`src/rtl/pipe_pkg.sv`:
```
// pipe_pkg: shared slot type, forward-select encodings and tag-width helper for the hazard controller
package pipe_pkg;
  localparam int RW_MAX = 8;
  localparam int AGE_W = 2;
  localparam int FWD_RF = 0;
  localparam int FWD_MEM = 1;
  localparam int FWD_WB = 2;
  typedef struct packed {
    logic valid;
    logic [RW_MAX-1:0] rd;
    logic we;
    logic is_load;
    logic [AGE_W-1:0] age;
  } slot_t;
  function automatic int rw_of(input int nreg);
    return nreg <= 2 ? 1 : $clog2(nreg);
  endfunction
  function automatic slot_t advance(input slot_t s);
    slot_t r = s;
    r.age = s.age + AGE_W'(1);
    return r;
  endfunction
endpackage

```
`src/rtl/hz_slot_chain.sv`:
```
// hz_slot_chain: shadow pipeline of destination tags; slot 0 is EX, slot k sits k stages after EX
module hz_slot_chain import pipe_pkg::*; #(
  parameter int NFWD = 2,
  parameter int RW = 5
) (
  input  logic clk,
  input  logic rst,
  input  logic [NFWD:0] en,
  input  logic flush,
  input  slot_t id_slot,
  input  logic [RW-1:0] id_rs1,
  input  logic [RW-1:0] id_rs2,
  input  logic id_use_rs1,
  input  logic id_use_rs2,
  output slot_t [NFWD:0] slots,
  output logic [RW-1:0] ex_rs1,
  output logic [RW-1:0] ex_rs2,
  output logic ex_use_rs1,
  output logic ex_use_rs2
);
  always_ff @(posedge clk or posedge rst)
    if (rst) begin
      slots <= '0;
      ex_rs1 <= '0;
      ex_rs2 <= '0;
      ex_use_rs1 <= 1'b0;
      ex_use_rs2 <= 1'b0;
    end else begin
      if (flush) begin
        slots[0] <= '0;
        ex_use_rs1 <= 1'b0;
        ex_use_rs2 <= 1'b0;
      end else if (en[0]) begin
        slots[0] <= id_slot;
        ex_rs1 <= id_rs1;
        ex_rs2 <= id_rs2;
        ex_use_rs1 <= id_use_rs1;
        ex_use_rs2 <= id_use_rs2;
      end
      for (int k = 1; k <= NFWD; k++)
        if (en[k]) slots[k] <= advance(slots[k-1]);
    end
endmodule

```
`src/rtl/pipe_hazard_ctrl.sv`:
```
// pipe_hazard_ctrl: stage enables, flushes, load-use interlock and operand forwarding for a 5-stage pipeline
// Define HAZARD_PERF_EN to add saturating stall/flush/freeze performance counters.
module pipe_hazard_ctrl import pipe_pkg::*; #(
  parameter int NREG = 32,
  parameter int NFWD = 2,
  parameter int LD_GAP = 1,
  localparam int RW = rw_of(NREG),
  localparam int FW = $clog2(NFWD + 1)
) (
  input  logic clk,
  input  logic rst,
  input  logic id_valid,
  input  logic [RW-1:0] id_rs1,
  input  logic [RW-1:0] id_rs2,
  input  logic id_use_rs1,
  input  logic id_use_rs2,
  input  logic [RW-1:0] id_rd,
  input  logic id_rd_we,
  input  logic id_is_load,
  input  logic ex_redirect,
  input  logic mem_busy,
  output logic pc_en,
  output logic if_id_en,
  output logic id_ex_en,
  output logic ex_me_en,
  output logic me_wb_en,
  output logic if_id_flush,
  output logic id_ex_flush,
  output logic [FW-1:0] fwd_a,
  output logic [FW-1:0] fwd_b,
`ifdef HAZARD_PERF_EN
  output logic [31:0] perf_ld_stall,
  output logic [31:0] perf_flush,
  output logic [31:0] perf_freeze,
`endif
  output logic stall_ld
);
  slot_t [NFWD:0] slots;
  slot_t id_slot;
  logic [NFWD:0] slot_en;
  logic [RW-1:0] ex_rs1, ex_rs2;
  logic ex_use_rs1, ex_use_rs2, ld_hit;

  function automatic logic hit(input slot_t s, input logic [RW-1:0] rs, input logic use_rs);
    return use_rs && rs != '0 && s.valid && s.we && s.rd == RW_MAX'(rs);
  endfunction

  assign id_slot = '{valid: id_valid, rd: RW_MAX'(id_rd), we: id_rd_we, is_load: id_is_load, age: '0};

  always_comb begin
    slot_en = '0;
    for (int k = 0; k <= NFWD; k++)
      slot_en[k] = k == FWD_RF ? id_ex_en : k < FWD_WB ? ex_me_en : me_wb_en;
  end

  hz_slot_chain #(.NFWD(NFWD), .RW(RW)) u_chain (
    .clk(clk),
    .rst(rst),
    .en(slot_en),
    .flush(id_ex_flush),
    .id_slot(id_slot),
    .id_rs1(id_rs1),
    .id_rs2(id_rs2),
    .id_use_rs1(id_use_rs1),
    .id_use_rs2(id_use_rs2),
    .slots(slots),
    .ex_rs1(ex_rs1),
    .ex_rs2(ex_rs2),
    .ex_use_rs1(ex_use_rs1),
    .ex_use_rs2(ex_use_rs2)
  );

  // A load still younger than LD_GAP stages has no data yet, so its consumer must wait in ID.
  always_comb begin
    ld_hit = 1'b0;
    for (int j = 0; j <= NFWD; j++)
      if (slots[j].is_load && int'(slots[j].age) < LD_GAP &&
          (hit(slots[j], id_rs1, id_use_rs1) || hit(slots[j], id_rs2, id_use_rs2)))
        ld_hit = id_valid;
  end

  // Scan oldest to youngest so the youngest producer overrides.
  always_comb begin
    fwd_a = FW'(FWD_RF);
    fwd_b = FW'(FWD_RF);
    for (int k = NFWD; k >= 1; k--)
      if (!rst && slots[0].valid && (!slots[k].is_load || k > LD_GAP)) begin
        if (hit(slots[k], ex_rs1, ex_use_rs1)) fwd_a = FW'(k);
        if (hit(slots[k], ex_rs2, ex_use_rs2)) fwd_b = FW'(k);
      end
  end

  always_comb begin
    {pc_en, if_id_en, id_ex_en, ex_me_en, me_wb_en} = 5'b11111;
    {if_id_flush, id_ex_flush, stall_ld} = 3'b000;
    if (!rst) begin
      if (mem_busy) {pc_en, if_id_en, id_ex_en, ex_me_en, me_wb_en} = 5'b00000;
      else if (ex_redirect) {if_id_flush, id_ex_flush} = 2'b11;
      else if (ld_hit) {pc_en, if_id_en, id_ex_flush, stall_ld} = 4'b0011;
    end
  end

`ifdef HAZARD_PERF_EN
  always_ff @(posedge clk or posedge rst)
    if (rst) begin
      perf_ld_stall <= '0;
      perf_flush <= '0;
      perf_freeze <= '0;
    end else begin
      if (stall_ld && !(&perf_ld_stall)) perf_ld_stall <= perf_ld_stall + 32'd1;
      if (if_id_flush && !(&perf_flush)) perf_flush <= perf_flush + 32'd1;
      if (mem_busy && !(&perf_freeze)) perf_freeze <= perf_freeze + 32'd1;
    end
`endif
endmodule
```
`config.mk`:
```
export PLATFORM = sky130hd
export DESIGN_NAME = pipe_hazard_ctrl
export DESIGN_NICKNAME = d
export VERILOG_FILES = /design/src/rtl/pipe_pkg.sv /design/src/rtl/hz_slot_chain.sv /design/src/rtl/pipe_hazard_ctrl.sv
export SDC_FILE = /design/constraint.sdc
export NUM_CORES = 1
export LEC_CHECK = 0
export BUFFER_PORTS_ARGS = -buffer_cell sky130_fd_sc_hd__buf_2
export CAP_MARGIN = 5
export CORE_MARGIN = 2
export CORE_UTILIZATION = 40
export DETAILED_ROUTE_END_ITERATION = 12
export HOLD_SLACK_MARGIN = 0.02
export SLEW_MARGIN = 20
export SYNTH_ARGS = -nofsm -noshare
export SYNTH_HDL_FRONTEND = slang
export SYNTH_HIERARCHICAL = 1
export SYNTH_SLANG_ARGS = --single-unit
```
`constraint.sdc`:
```
create_clock -name clk -period 3.68 [get_ports clk]
set_input_delay 0.552 -clock clk [delete_from_list [all_inputs] [get_ports clk]]
set_output_delay 0.552 -clock clk [all_outputs]
set_load 0.01 [all_outputs]
```
Word-level counts from Yosys, hierarchy flattened --
Cells that the tools add are included.
Storage, ports and cells: register bits 51, input bits 24, output and inout bits 12, logic and storage cells 121
Operators by class: $add $sub $neg 2, $lt $le $gt $ge 3, equality and inequality tests 10, multiplexer cells 33, bitwise operators 1, reduce and logical (&&, ||, !) cells 53
Operators with widths (count):
- $eq 8x5->1 | 10
- $logic_and 1x1->1 | 42
- $mux 13 | 2
- $mux 1 | 23
- $reduce_bool 5->1 | 4
- $mux 2 | 8
- $lt 2x1->1 const B | 3
- $add 2x1->2 const B | 2
- $logic_or 1x1->1 | 3
- $logic_not 1->1 | 2
- $reduce_and 2->1 | 1
- $reduce_bool 2->1 | 1
- $not 1->1 | 1

Logic depth before layout (Yosys ltp) --
Gate-level depths: netlist of run 1.
depth after elaboration 16, mapped depth 9

By module --
The synthesis of run 1 kept the hierarchy.
Modules (own cells, without submodules):
- hz_slot_chain | times used 1, cells an instance 132, area an instance 2004.4 sq um, sequential area each 1276.2 sq um
- pipe_hazard_ctrl | times used 1, cells an instance 113, area an instance 852.1 sq um, sequential area each 0.0 sq um

Worst setup path before layout of run 1 --
Ideal clock, no wire load.
path kind input to register, start in id_rs2[1], end reg u_chain.ex_rs1[0], library setup time 125 ps, arrival 2517 ps, required time 3555 ps, slack 1038 ps, stages on the path 9, path through or4_1 o21ai_2 nor4_1 o2111ai_2 a31oi_1 o21a_1 nor2b_4 buf_6 mux2_4
On the way: cells in the longest elaborated chain, start to end 16
Ends and longest elaborated chain:
- start, declared | line pipe_hazard_ctrl.sv:14 | input logic [RW-1:0] id_rs2,
- $reduce_bool 5->1 | line pipe_hazard_ctrl.sv:45 | return use_rs && rs != '0 && s.valid && s.we && s.rd == RW_MAX'(rs);
- $logic_and 1x1->1 (4 in a row) | line pipe_hazard_ctrl.sv:45
- $logic_or 1x1->1 | line pipe_hazard_ctrl.sv:78 | (hit(slots[j], id_rs1, id_use_rs1) || hit(slots[j], id_rs2, id_use_rs2)))
- $logic_and 1x1->1 | line pipe_hazard_ctrl.sv:77 | if (slots[j].is_load && int'(slots[j].age) < LD_GAP &&
- $mux 1 (2 in a row) | line pipe_hazard_ctrl.sv:77
- $mux 1 (*) | line pipe_hazard_ctrl.sv:77
- $mux 1 (*) | line pipe_hazard_ctrl.sv:99 | else if (ld_hit) {pc_en, if_id_en, id_ex_flush, stall_ld} = 4'b0011;
- $mux 1 (*) | line pipe_hazard_ctrl.sv:98 | else if (ex_redirect) {if_id_flush, id_ex_flush} = 2'b11;
- $mux 1 (*) | line pipe_hazard_ctrl.sv:97 | if (mem_busy) {pc_en, if_id_en, id_ex_en, ex_me_en, me_wb_en} = 5'b00000;
- $mux 1 (*) | line pipe_hazard_ctrl.sv:96 | if (!rst) begin
- named net id_ex_flush | line pipe_hazard_ctrl.sv:28 | output logic id_ex_flush,
- $not 1->1 (no source line) (*)
- $reduce_and 2->1 (no source line) (*)
- end signal, assigned | line hz_slot_chain.sv:35 | ex_rs1 <= id_rs1;
- end, declared | line hz_slot_chain.sv:16 | output logic [RW-1:0] ex_rs1,
The timed path passes the listed nets; every way through them passes the cells marked *. A chain may end at the register's enable or synchronous reset.

Worst setup path after layout of run 1 --
start reg, netlist name u_chain/slots[24], end out fwd_b[1]
On the way: cells in the longest elaborated chain, start to end 4
Ends and longest elaborated chain:
- $eq 8x5->1 | line pipe_hazard_ctrl.sv:45
- $logic_and 1x1->1 | line pipe_hazard_ctrl.sv:45
- $mux 2 | line pipe_hazard_ctrl.sv:89 | if (hit(slots[k], ex_rs2, ex_use_rs2)) fwd_b = FW'(k);
- $mux 2 | line pipe_hazard_ctrl.sv:87 | if (!rst && slots[0].valid && (!slots[k].is_load || k > LD_GAP)) begin
- end, declared | line pipe_hazard_ctrl.sv:30 | output logic [FW-1:0] fwd_b,
No other way between the ends.

==> summary.txt, run 1 <==
Route
  – ANT nets after route: 0
  – Drc violations: 0
  – Via/cell ratio: 4.968
  – Total wire length: 5965 um
  – Vias: 1,883
  – 1st-pass router iterations: 4
  – WL/cell: 15.74 um
  – 1st-iter DRT viols: 70

Power and ir drop
  – Flop pwr share: 53.2%
  – Clock share of power: 27.3%
  – P_leak: 1.438 nW
  – Gate power share: 19.5%
  – Net Switching: 0.0003846 W
  – Sw frac: 28.21%
  – Power Internal: 0.0009784 W
  – Power density cells: 423.7 nW/um^2
  – Peak VDD IR: 0.1819 mV

Cells and area
  – Layout cell share with drive strength beyond 1: 30.04%
  – Most common cell after layout, fill and taps aside: dfrtp_1
  – Nets@finish: 307
  – Syn-to-layout area delta: 12.62%
  – Diodes inserted: 0
  – Commonest cells after routing, fill and taps aside: dfrtp_1, buf_2, xnor2_1

STA
  – Final-report setup violation count: 0
  – Worst Tran Pin Value: 0.8680 ns
  – FMAX: 348.0 MHz
  – Setup tns final: 0 ns
  – RSZ-0062 raised after global routing: false
  – Hold Violations, Final: 0
  – Worst clock skew: 0.003180 ns
  – Slew headroom: 42.07%
  – Final period util: 78.08%
  – Min setup slack post-route: 0.8065 ns
  – Fin crit period: 2.873 ns
  – Max-slew violations: 0

Critical path
  – Worst setup path startpoint: u_chain/slots[24]$_DFFE_PP0P_
  – R2R setup slack: 1.31 ns
  – Maximum fanout along the worst path: 3
  – Crit path to: fwd_b[1]
  – Crit start category: register
  – Crit end category: primary output
  – Reg2Reg Depth: 8
  – Worst-path cell chain: nor3_1, nand2_1, or4_1, nor4_2, nor3_1, buf_2
  – CP Depth: 6
  – CP max stage cell: or4_1
  – Slowest stage delay, CP: 0.57 ns
  – Worst path buffer plus inverter count: 1
  – CP required: 3.13 ns
  – Cell mode on critical path: nor3_1
  – CP Class: reg -> out
  – R2r startpoint: u_chain/slots[0]$_DFFE_PP0P_
  – Worst EP arrival: 2.32 ns
  – CP delay by family, top: simple AND/OR/NAND/NOR gates
  – Reg2reg end: u_chain/ex_rs1[0]$_DFFE_PP0P_

Global route
  – Overflow after GRT: 0
  – Largest net degree at the start of global routing: 52
  – Vias in the first global route: 1,831
  – Antenna violations before repair: 0
  – GRT Total Usage: 16.35%
  – First-pass GRT wire length: 9660 um

Synth
  – Yosys warnings: 6
  – Post-synth top area cell: dfrtp_1
  – Synthesis-stage register bit count: 51
  – Number of synthesized flops with an enable pin: 0
  – Yosys top cell area share: 44.68%
  – Ranking of synthesized cells by area: dfrtp_1, xnor2_1, mux2_2, xor2_1, mux2i_1
  – Post-Syn Area per Cell: 11.66 um^2
  – Post-Syn Instances: 245
  – Synth unique cells: 35
  – Synth Flop Type: dfrtp_1
  – Ys async rst share: 100.0%
  – Synth Cell Area: 2856 um^2
  – Sequential element share of the synthesized area: 44.68%

Placement
  – Port Buffer Count: 35
  – HPWL Detailed: 4459 um
  – Setup WS pre-CTS: 0.7272 ns
  – Placer Congestion: 0.8214

CTS
  – Hold Buf Count CTS: 0
  – CTS tree: yes
  – Post-CTS Setup Bufs: 0
  – CTS Buf Count: 5
  – Clk sinks: 51
  – Clock network latency to the later pin of the worst-skew pair: 0.30 ns
  – Resize count post-CTS: 0
  – CTS root buf: clkbuf_8
  – Maximum root-to-sink buffer count: 2
  – H-tree depth: 2
  – Clock-pin slew on the worst setup and hold paths: 0.08 ns

Floorplan
  – Initial Util: 41.58%
  – I/O Pins: 36
  – Die area: 7833 um^2
  – Die Y: 88.51 um
  – Core ar.: 6869 um^2
  – Die width: 88.51 um
  – Core Rows: 30

Run
  – Max Cap Viol: 0

Run status
  – Status: finished, final reports clean

Hold path
  – Hold Path Class: in -> async
layout make-up:
class | count | area, um^2
clock buffer | 6 | 72.57
inverter | 3 | 12.51
fill | 666 | 3652
tap | 96 | 120.1
timing repair buffer | 37 | 190.2
multi-input combinational | 185 | 1515
sequential | 51 | 1276
clock inverter | 1 | 30.03
per-layer routing:
| metal | routed length (um) | vias to the layer above | track usage [%] | part of all wire (%) |
|---|---|---|---|---|
| met2 | 2739 | 36 | 25.02 | 46 |
| li1 | - | 931 | - | - |
| met3 | 212 | 7 | 2.799 | 3.6 |
| met4 | 68 | 0 | 4.132 | 1.1 |
| met1 | 2945 | 909 | 24.21 | 49 |
| met5 | 0 | - | 0 | 0 |
Yosys cell counts, types with 4 or more instances:
library cell,count
mux2_2,22
xor2_1,20
or4_1,6
mux2_4,10
buf_4,4
nand4_1,6
xnor2_1,32
nor4_1,6
nand2_1,6
nor3_1,7
dfrtp_1,51
mux2i_1,16
nor2_1,22
metrics by stage:
stage | instances | cell area [um^2] | hold WS (ns) | power [W] | util [%]
floorplan | 249 | 2872 | 0.4795 | 0.0009231 | -
global placement | 372 | 3113 | 0.4935 | 0.0009981 | 45.32
detailed placement | 372 | 3113 | 0.5055 | 0.001005 | 45.32
CTS | 379 | 3216 | 0.4856 | 0.001378 | 46.81
global route | 379 | 3217 | 0.4832 | 0.001437 | 46.83
finish | 379 | 3217 | 0.4447 | 0.001363 | 46.83
power groups by stage:
| stage | sequential, W | clock, W | combinational (W) |
|---|---|---|---|
| after detailed placement | 0.000738 | 0 | 0.000267 |
| final | 0.000726 | 0.000372 | 0.000265 |
| after global placement | 0.000737 | 0 | 0.000261 |
| after CTS | 0.000727 | 0.000383 | 0.000268 |
| after floorplan | 0.000706 | 0 | 0.000217 |
| after global routing | 0.000738 | 0.000406 | 0.000293 |
worst min path at each step:
| stage | endpoint | depth (start not counted) | slack [ns] | startpoint |
|---|---|---|---|---|
| after floorplan | u_chain/ex_use_rs1$_DFFE_PP0P_ | 2 | 0.48 | u_chain/ex_use_rs1$_DFFE_PP0P_ |
| after global placement | u_chain/slots[37]$_DFFE_PP0P_ | 1 | 0.49 | u_chain/slots[37]$_DFFE_PP0P_ |
| after detailed placement | u_chain/slots[37]$_DFFE_PP0P_ | 1 | 0.51 | u_chain/slots[37]$_DFFE_PP0P_ |
| after CTS | u_chain/slots[7]$_DFFE_PP0P_ | 3 | 0.49 | id_rd[3] |
| after global routing | u_chain/slots[4]$_DFFE_PP0P_ | 3 | 0.48 | id_rd[0] |
| final | u_chain/slots[2]$_DFFE_PP0P_ | 2 | 0.44 | rst |
registers in the layout, summed over array words and instances, names as in the netlist:
register,cells
u_chain/slots,39
u_chain/ex_rs1,5
u_chain/ex_rs2,5
u_chain/ex_use_rs1,1
u_chain/ex_use_rs2,1
worst register-to-register path, delay by kind of cell, from the launching register on:
family	cells	cell delay [ns]
compound gates	2	0.43
simple gates	5	1.08
mux	1	0.32
flops	1	0.43
logic make-up (layout without fill, tap and decap cells):
| group | Yosys count | after routing | synth area share, % |
|---|---|---|---|
| other | 1 | 5 | 0.1313 |
| AOI/OAI and AO/OA | 14 | 14 | 3.723 |
| DFF | 51 | 51 | 44.68 |
| and+or+nand+nor | 66 | 66 | 13.10 |
| buffers and inverters | 13 | 47 | 2.891 |
| xor gates and xnor gates | 52 | 52 | 15.94 |
| muxes | 48 | 48 | 19.54 |
(Power assumes the default switching activity.)
==> run 2, diff against run 1 <==
==> constraint.sdc (replaced) <==
create_clock -name clk -period 2.8 [get_ports clk]
set_input_delay 0.42 -clock clk [delete_from_list [all_inputs] [get_ports clk]]
set_output_delay 0.42 -clock clk [all_outputs]
set_load 0.01 [all_outputs]
==> summary.txt, run 2 (synthesis gave the netlist of run 1 again) <==
Run
  – Max Cap Viol: 0 (unchanged)

Floorplan
  – Die Y: 88.51 um (unchanged)
  – Die area: 7833 um^2 (unchanged)
  – Core Rows: 30 (unchanged)
  – Core ar.: 6869 um^2 (unchanged)
  – Die width: 88.51 um (unchanged)
  – I/O Pins: 36 (unchanged)
  – Initial Util: 41.58% (unchanged)

Global route
  – Antenna violations before repair: 0 (unchanged)
  – Overflow after GRT: 0 (unchanged)
  – Vias in the first global route: 1,981 (was 1,831)
  – Largest net degree at the start of global routing: 32 (was 52)
  – First-pass GRT wire length: 10,350 um (was 9660 um)
  – GRT Total Usage: 17.63% (was 16.35%)

CTS
  – Clock network latency to the later pin of the worst-skew pair: 0.31 ns (was 0.30 ns)
  – Clock-pin slew on the worst setup and hold paths: 0.10 ns (was 0.08 ns)
  – CTS root buf: clkbuf_8 (unchanged)
  – Hold Buf Count CTS: 0 (unchanged)
  – Post-CTS Setup Bufs: 0 (unchanged)
  – CTS Buf Count: 5 (unchanged)
  – H-tree depth: 2 (unchanged)
  – CTS tree: yes (unchanged)
  – Clk sinks: 51 (unchanged)
  – Maximum root-to-sink buffer count: 2 (unchanged)

Placement
  – Placed inst area: 3213 um^2 (was 3113 um^2)
  – Placed Cells: 382 (was 372)
  – Port Buffer Count: 35 (unchanged)
  – HPWL Detailed: 4773 um (was 4459 um)
  – Placer Congestion: 0.8345 (was 0.8214)

Route
  – WL/cell: 16.32 um (was 15.74 um)
  – Drc violations: 0 (unchanged)
  – ANT nets after route: 0 (unchanged)
  – Total wire length: 6365 um (was 5965 um)
  – 1st-iter DRT viols: 107 (was 70)
  – 1st-pass router iterations: 4 (unchanged)
  – Vias: 1,968 (was 1,883)
  – Via/cell ratio: 5.046 (was 4.968)

Cells and area
  – Largest register FFs: 39 (unchanged)
  – Commonest cells after routing, fill and taps aside: dfrtp_1, buf_2, xnor2_1 (unchanged)
  – Biggest regs: u_chain/slots x39, u_chain/ex_rs1 x5, u_chain/ex_rs2 x5 (unchanged)
  – Syn-to-layout area delta: 18.22% (was 12.62%)
  – Design area: 3377 um^2 (was 3217 um^2)
  – Layout cell share with drive strength beyond 1: 37.41% (was 30.04%)
  – Diodes inserted: 0 (unchanged)
  – Non-Filler Instances: 390 (was 379)
  – Most common cell after layout, fill and taps aside: dfrtp_1 (unchanged)
  – Nets@finish: 317 (was 307)
  – Reg with most FFs: u_chain/slots (unchanged)

STA
  – Final-report setup violation count: 0 (unchanged)
  – Final period util: 96.40%
  – Worst clock skew: 0.009833 ns (was 0.003180 ns)
  – FMAX: 370.5 MHz
  – Max-slew violations: 0 (unchanged)
  – Fin crit period: 2.699 ns
  – Hold Violations, Final: 0 (unchanged)

Hold path
  – Hold Path Class: in -> async (unchanged)

Critical path
  – Worst path buffer plus inverter count: 3 (was 1)
  – CP required: 2.38 ns (was 3.13 ns)
  – Worst setup path startpoint: id_rs1[2] (was u_chain/slots[24]$_DFFE_PP0P_)
  – Crit end category: primary output (unchanged)
  – CP delay by family, top: compound AO/OA/AOI/OAI gates (was simple AND/OR/NAND/NOR gates)
  – Reg2reg end: u_chain/ex_rs1[2]$_DFFE_PP0P_ (was u_chain/ex_rs1[0]$_DFFE_PP0P_)
  – CP Depth: 9 (was 6)
  – R2r startpoint: u_chain/slots[17]$_DFFE_PP0P_ (was u_chain/slots[0]$_DFFE_PP0P_)
  – Worst-path cell chain: buf_2, or4_1, o21ai_4, nor4_2, o2111ai_2, a31oi_1, o21a_2, buf_4, buf_2 (was nor3_1, nand2_1, or4_1, nor4_2, nor3_1, buf_2)
  – Crit start category: primary input (was register)
  – CP max stage cell: or4_1 (unchanged)
  – CP Class: in -> out (was reg -> out)
  – Crit path to: id_ex_flush (was fwd_b[1])
  – R2R setup slack: 0.52 ns (was 1.31 ns)
  – Worst EP arrival: 2.28 ns (was 2.32 ns)
  – Slowest stage delay, CP: 0.56 ns (was 0.57 ns)
  – Cell mode on critical path: buf_2 (was nor3_1)
  – Reg2Reg Depth: 9 (was 8)
  – Maximum fanout along the worst path: 5 (was 3)

Power and ir drop
  – P_leak: 1.495 nW (was 1.438 nW)
  – Tot Pwr: 0.001785 W (was 0.001363 W)
  – Peak VDD IR: 0.2693 mV (was 0.1819 mV)
  – Power density cells: 528.5 nW/um^2 (was 423.7 nW/um^2)

Run status
  – Status: finished, final reports clean (unchanged)
## run 2: changes by cell type in the layout (fill, tap and decap cells not counted), sizes merged
cell	previous run	this run
buf	37	47
bufinv	1	0
clkinvlp	0	2
inv	2	4
clkinv	1	0
clkbuf	6	5
## run 2: how the worst min path moves through the flow
stage	start	to	slack, ns	cells past startpoint
2_1_floorplan	u_chain/ex_use_rs1$_DFFE_PP0P_	u_chain/ex_use_rs1$_DFFE_PP0P_	0.48	2
3_3_place_gp	rst	u_chain/slots[0]$_DFFE_PP0P_	0.44	2
3_5_place_dp	rst	u_chain/slots[1]$_DFFE_PP0P_	0.44	2
4_1_cts	rst	u_chain/slots[1]$_DFFE_PP0P_	0.08	2
5_1_grt	rst	u_chain/slots[1]$_DFFE_PP0P_	0.09	2
6_report	rst	u_chain/slots[1]$_DFFE_PP0P_	0.08	2
## run 2: per-layer routing
metal	share of wire [%]	global-route usage (%)	up-vias	wire (um)
met4	1.2	4.959	0	78
met5	0	0	-	0
met3	4.9	2.892	7	315
met1	47	25.50	962	3003
li1	-	-	949	-
met2	47	27.48	50	2968
## run 2: worst reg2reg max path, stage by stage (launching register included)
cell	delay, ns
dfrtp_2	0.50
xnor2_1	0.17
nand4_1	0.11
nor4_1	0.31
o2111ai_2	0.20
a31oi_1	0.20
o21a_2	0.18
nor2b_4	0.05
buf_12	0.14
mux2_4	0.30
## run 2: layout make-up
type	instances	area, um^2
multi-input combinational	185	1582
fill	629	3492
clock buffer	5	68.82
tap	96	120.1
clock inverter	3	23.77
inverter	3	11.26
sequential	51	1281
timing repair buffer	47	290.3
## run 2: repair_timing
item / 4_1_cts / 5_1_grt
setup endpoints to repair: 3 / 1
resized for setup: 2 / 13
pin swaps: 0 / 2
## run 2: metrics by stage
step | setup slack (ns) | util (%) | setup TNS, ns | hold slack, ns
2_1_floorplan | 0.2902 | - | 0 | 0.4795
3_3_place_gp | 0.1639 | 46.78 | 0 | 0.4371
3_5_place_dp | 0.1418 | 46.78 | 0 | 0.4366
4_1_cts | 0.03741 | 48.21 | 0 | 0.08175
5_1_grt | -0.004083 | 49.16 | -0.004083 | 0.09105
6_report | 0.1009 | 49.16 | 0 | 0.08341
## run 2: power by group
group	switching, W	internal (W)	leakage (nW)	total (W)
logic	0.000170	0.000217	0.849	0.000387
clock network	0.000264	0.000179	0.0408	0.000443
registers	0.000125	0.000829	0.605	0.000954
total	0.000559	0.00123	1.50	0.00178
==> run 3, diff against run 2 <==
--- a/config.mk
+++ b/config.mk
@@ -11,6 +11,7 @@
 export CORE_UTILIZATION = 40
 export DETAILED_ROUTE_END_ITERATION = 12
 export HOLD_SLACK_MARGIN = 0.02
+export SETUP_SLACK_MARGIN = 0.2
 export SLEW_MARGIN = 20
 export SYNTH_ARGS = -nofsm -noshare
 export SYNTH_HDL_FRONTEND = slang
==> summary.txt, run 3 (synthesis gave the netlist of run 1 again) <==
CTS
  – Clk sinks: 51 (unchanged)
  – Hold Buf Count CTS: 0 (unchanged)
  – H-tree depth: 2 (unchanged)
  – CTS tree: yes (unchanged)
  – Clock network latency to the later pin of the worst-skew pair: 0.31 ns (about the same)
  – CTS Buf Count: 5 (unchanged)
  – Clock-pin slew on the worst setup and hold paths: 0.10 ns (about the same)
  – Maximum root-to-sink buffer count: 2 (unchanged)
  – CTS root buf: clkbuf_8 (unchanged)

Route
  – Drc violations: 0 (unchanged)
  – WL/cell: 16.65 um (was 16.32 um)
  – Vias: 2,028 (was 1,968)
  – ANT nets after route: 0 (unchanged)
  – 1st-pass router iterations: 4 (unchanged)
  – Via/cell ratio: 4.983 (was 5.046)
  – Total wire length: 6776 um (was 6365 um)
  – 1st-iter DRT viols: 99 (was 107)

Global route
  – GRT Total Usage: 18.28% (was 17.63%)
  – Overflow after GRT: 0 (unchanged)
  – Vias in the first global route: 2,050 (was 1,981)
  – First-pass GRT wire length: 10,730 um (was 10,350 um)
  – Antenna violations before repair: 0 (unchanged)
  – Largest net degree at the start of global routing: 32 (unchanged)

Floorplan
  – Initial Util: 41.58% (unchanged)
  – I/O Pins: 36 (unchanged)
  – Die Y: 88.51 um (unchanged)
  – Die width: 88.51 um (unchanged)
  – Die area: 7833 um^2 (unchanged)
  – Core ar.: 6869 um^2 (unchanged)
  – Core Rows: 30 (unchanged)

Hold path
  – Hold Path Class: in -> async (unchanged)

STA
  – Worst clock skew: 0.01059 ns (was 0.009833 ns)
  – Setup tns final: 0 ns (unchanged)
  – Worst Tran Pin Value: 0.5031 ns
  – Hold Violations, Final: 0 (unchanged)
  – FMAX: 394.6 MHz (was 370.5 MHz)
  – Final period util: 90.52% (was 96.40%)
  – Final-report setup violation count: 0 (unchanged)
  – Slew headroom: 66.46%
  – Max-slew violations: 0 (unchanged)
  – RSZ-0062 raised after global routing: true
  – Fin crit period: 2.534 ns (was 2.699 ns)

Placement
  – Placer Congestion: 0.8345 (unchanged)
  – HPWL Detailed: 4773 um (unchanged)
  – Port Buffer Count: 35 (unchanged)

Critical path
  – Crit end category: primary output (unchanged)
  – Worst EP arrival: 2.11 ns (was 2.28 ns)
  – Crit start category: primary input (unchanged)
  – CP required: 2.38 ns (about the same)
  – Maximum fanout along the worst path: 5 (unchanged)
  – CP Class: in -> out (unchanged)

Cells and area
  – Largest register FFs: 39 (unchanged)
  – Nets@finish: 334 (was 317)
  – Most common cell after layout, fill and taps aside: dfrtp_1 (unchanged)
  – Commonest cells after routing, fill and taps aside: dfrtp_1, xnor2_1, buf_2 (was dfrtp_1, buf_2, xnor2_1)
  – Biggest regs: u_chain/slots x39, u_chain/ex_rs1 x5, u_chain/ex_rs2 x5 (unchanged)
  – Reg with most FFs: u_chain/slots (unchanged)
  – Diodes inserted: 0 (unchanged)
  – Layout cell share with drive strength beyond 1: 44.37% (was 37.41%)
  – Syn-to-layout area delta: 26.50% (was 18.22%)

Run
  – Max Cap Viol: 0 (unchanged)

Power and ir drop
  – Peak VDD IR: 0.2686 mV (was 0.2693 mV)
  – Tot Pwr: 0.001839 W (was 0.001785 W)
  – Power density cells: 508.9 nW/um^2 (was 528.5 nW/um^2)
  – P_leak: 1.594 nW (was 1.495 nW)

Run status
  – Status: finished, final reports clean (unchanged)
## run 3: routing by layer
metal,vias up,global-route usage [%],share of wire (%)
met2,30,28.98,49
met4,0,4.959,0.63
li1,985,-,-
met5,-,0,0
met3,4,2.892,3.1
met1,1009,26.17,48
## run 3: critical path, stage by stage
cell and delay (ns):
buf_8 0.11, or4_4 0.52, o21ai_4 0.21, nor4_4 0.08
o2111ai_2 0.21, buf_4 0.16, a31oi_4 0.08, o21bai_1 0.17
buf_2 0.15
## run 3: final cells by class
cell class,instances,area [um^2]
sequential,51,1287
tap,96,120.1
fill,617,3256
clock inverter,3,23.77
clock buffer,5,68.82
inverter,3,11.26
multi-input combinational,185,1645
timing repair buffer,64,456.7
## run 3: per-stage QoR
step / std cells / instance area (um^2) / setup WS (ns) / hold slack [ns] / util, %
after floorplan: 249 / 2872 / 0.2902 / 0.4795 / -
after global placement: 382 / 3213 / 0.1639 / 0.4371 / 46.78
after detailed placement: 382 / 3213 / 0.1418 / 0.4366 / 46.78
after CTS: 402 / 3471 / 0.2089 / 0.08175 / 50.53
after global routing: 407 / 3613 / 0.1506 / 0.09455 / 52.60
final: 407 / 3613 / 0.2655 / 0.08611 / 52.60
## run 3: what timing repair did
action / in CTS / in global routing
endpoints found under the hold margin: 0 / 0
gates cloned: 0 / 0
buffers inserted: 12 / 5
resized for setup: 18 / 22
endpoints found under the setup margin: 5 / 8
pin swaps: 13 / 21
## run 3: worst paths after layout
path | end | start | slack (ns) | cells past startpoint
worst max-delay path | if_id_en | id_rs1[2] | 0.27 | 9
worst min-delay path | u_chain/slots[1]$_DFFE_PP0P_ | rst | 0.09 | 2
worst max register to register | u_chain/ex_rs1[2]$_DFFE_PP0P_ | u_chain/slots[24]$_DFFE_PP0P_ | 0.50 | 12
worst min register to register | u_chain/slots[29]$_DFFE_PP0P_ | u_chain/slots[29]$_DFFE_PP0P_ | 0.52 | 1
max in group asynchronous | u_chain/slots[34]$_DFFE_PP0P_ | rst | 2.06 | 3
min in group clk | u_chain/slots[3]$_DFFE_PP0P_ | id_rd_we | 0.34 | 3
## run 3: where the power goes
group	switching (W)	leakage, nW	total [W]	internal, W
logic	0.000201	0.954	0.000449	0.000248
registers	0.000118	0.599	0.000950	0.000832
clock network	0.000260	0.0408	0.000439	0.000179
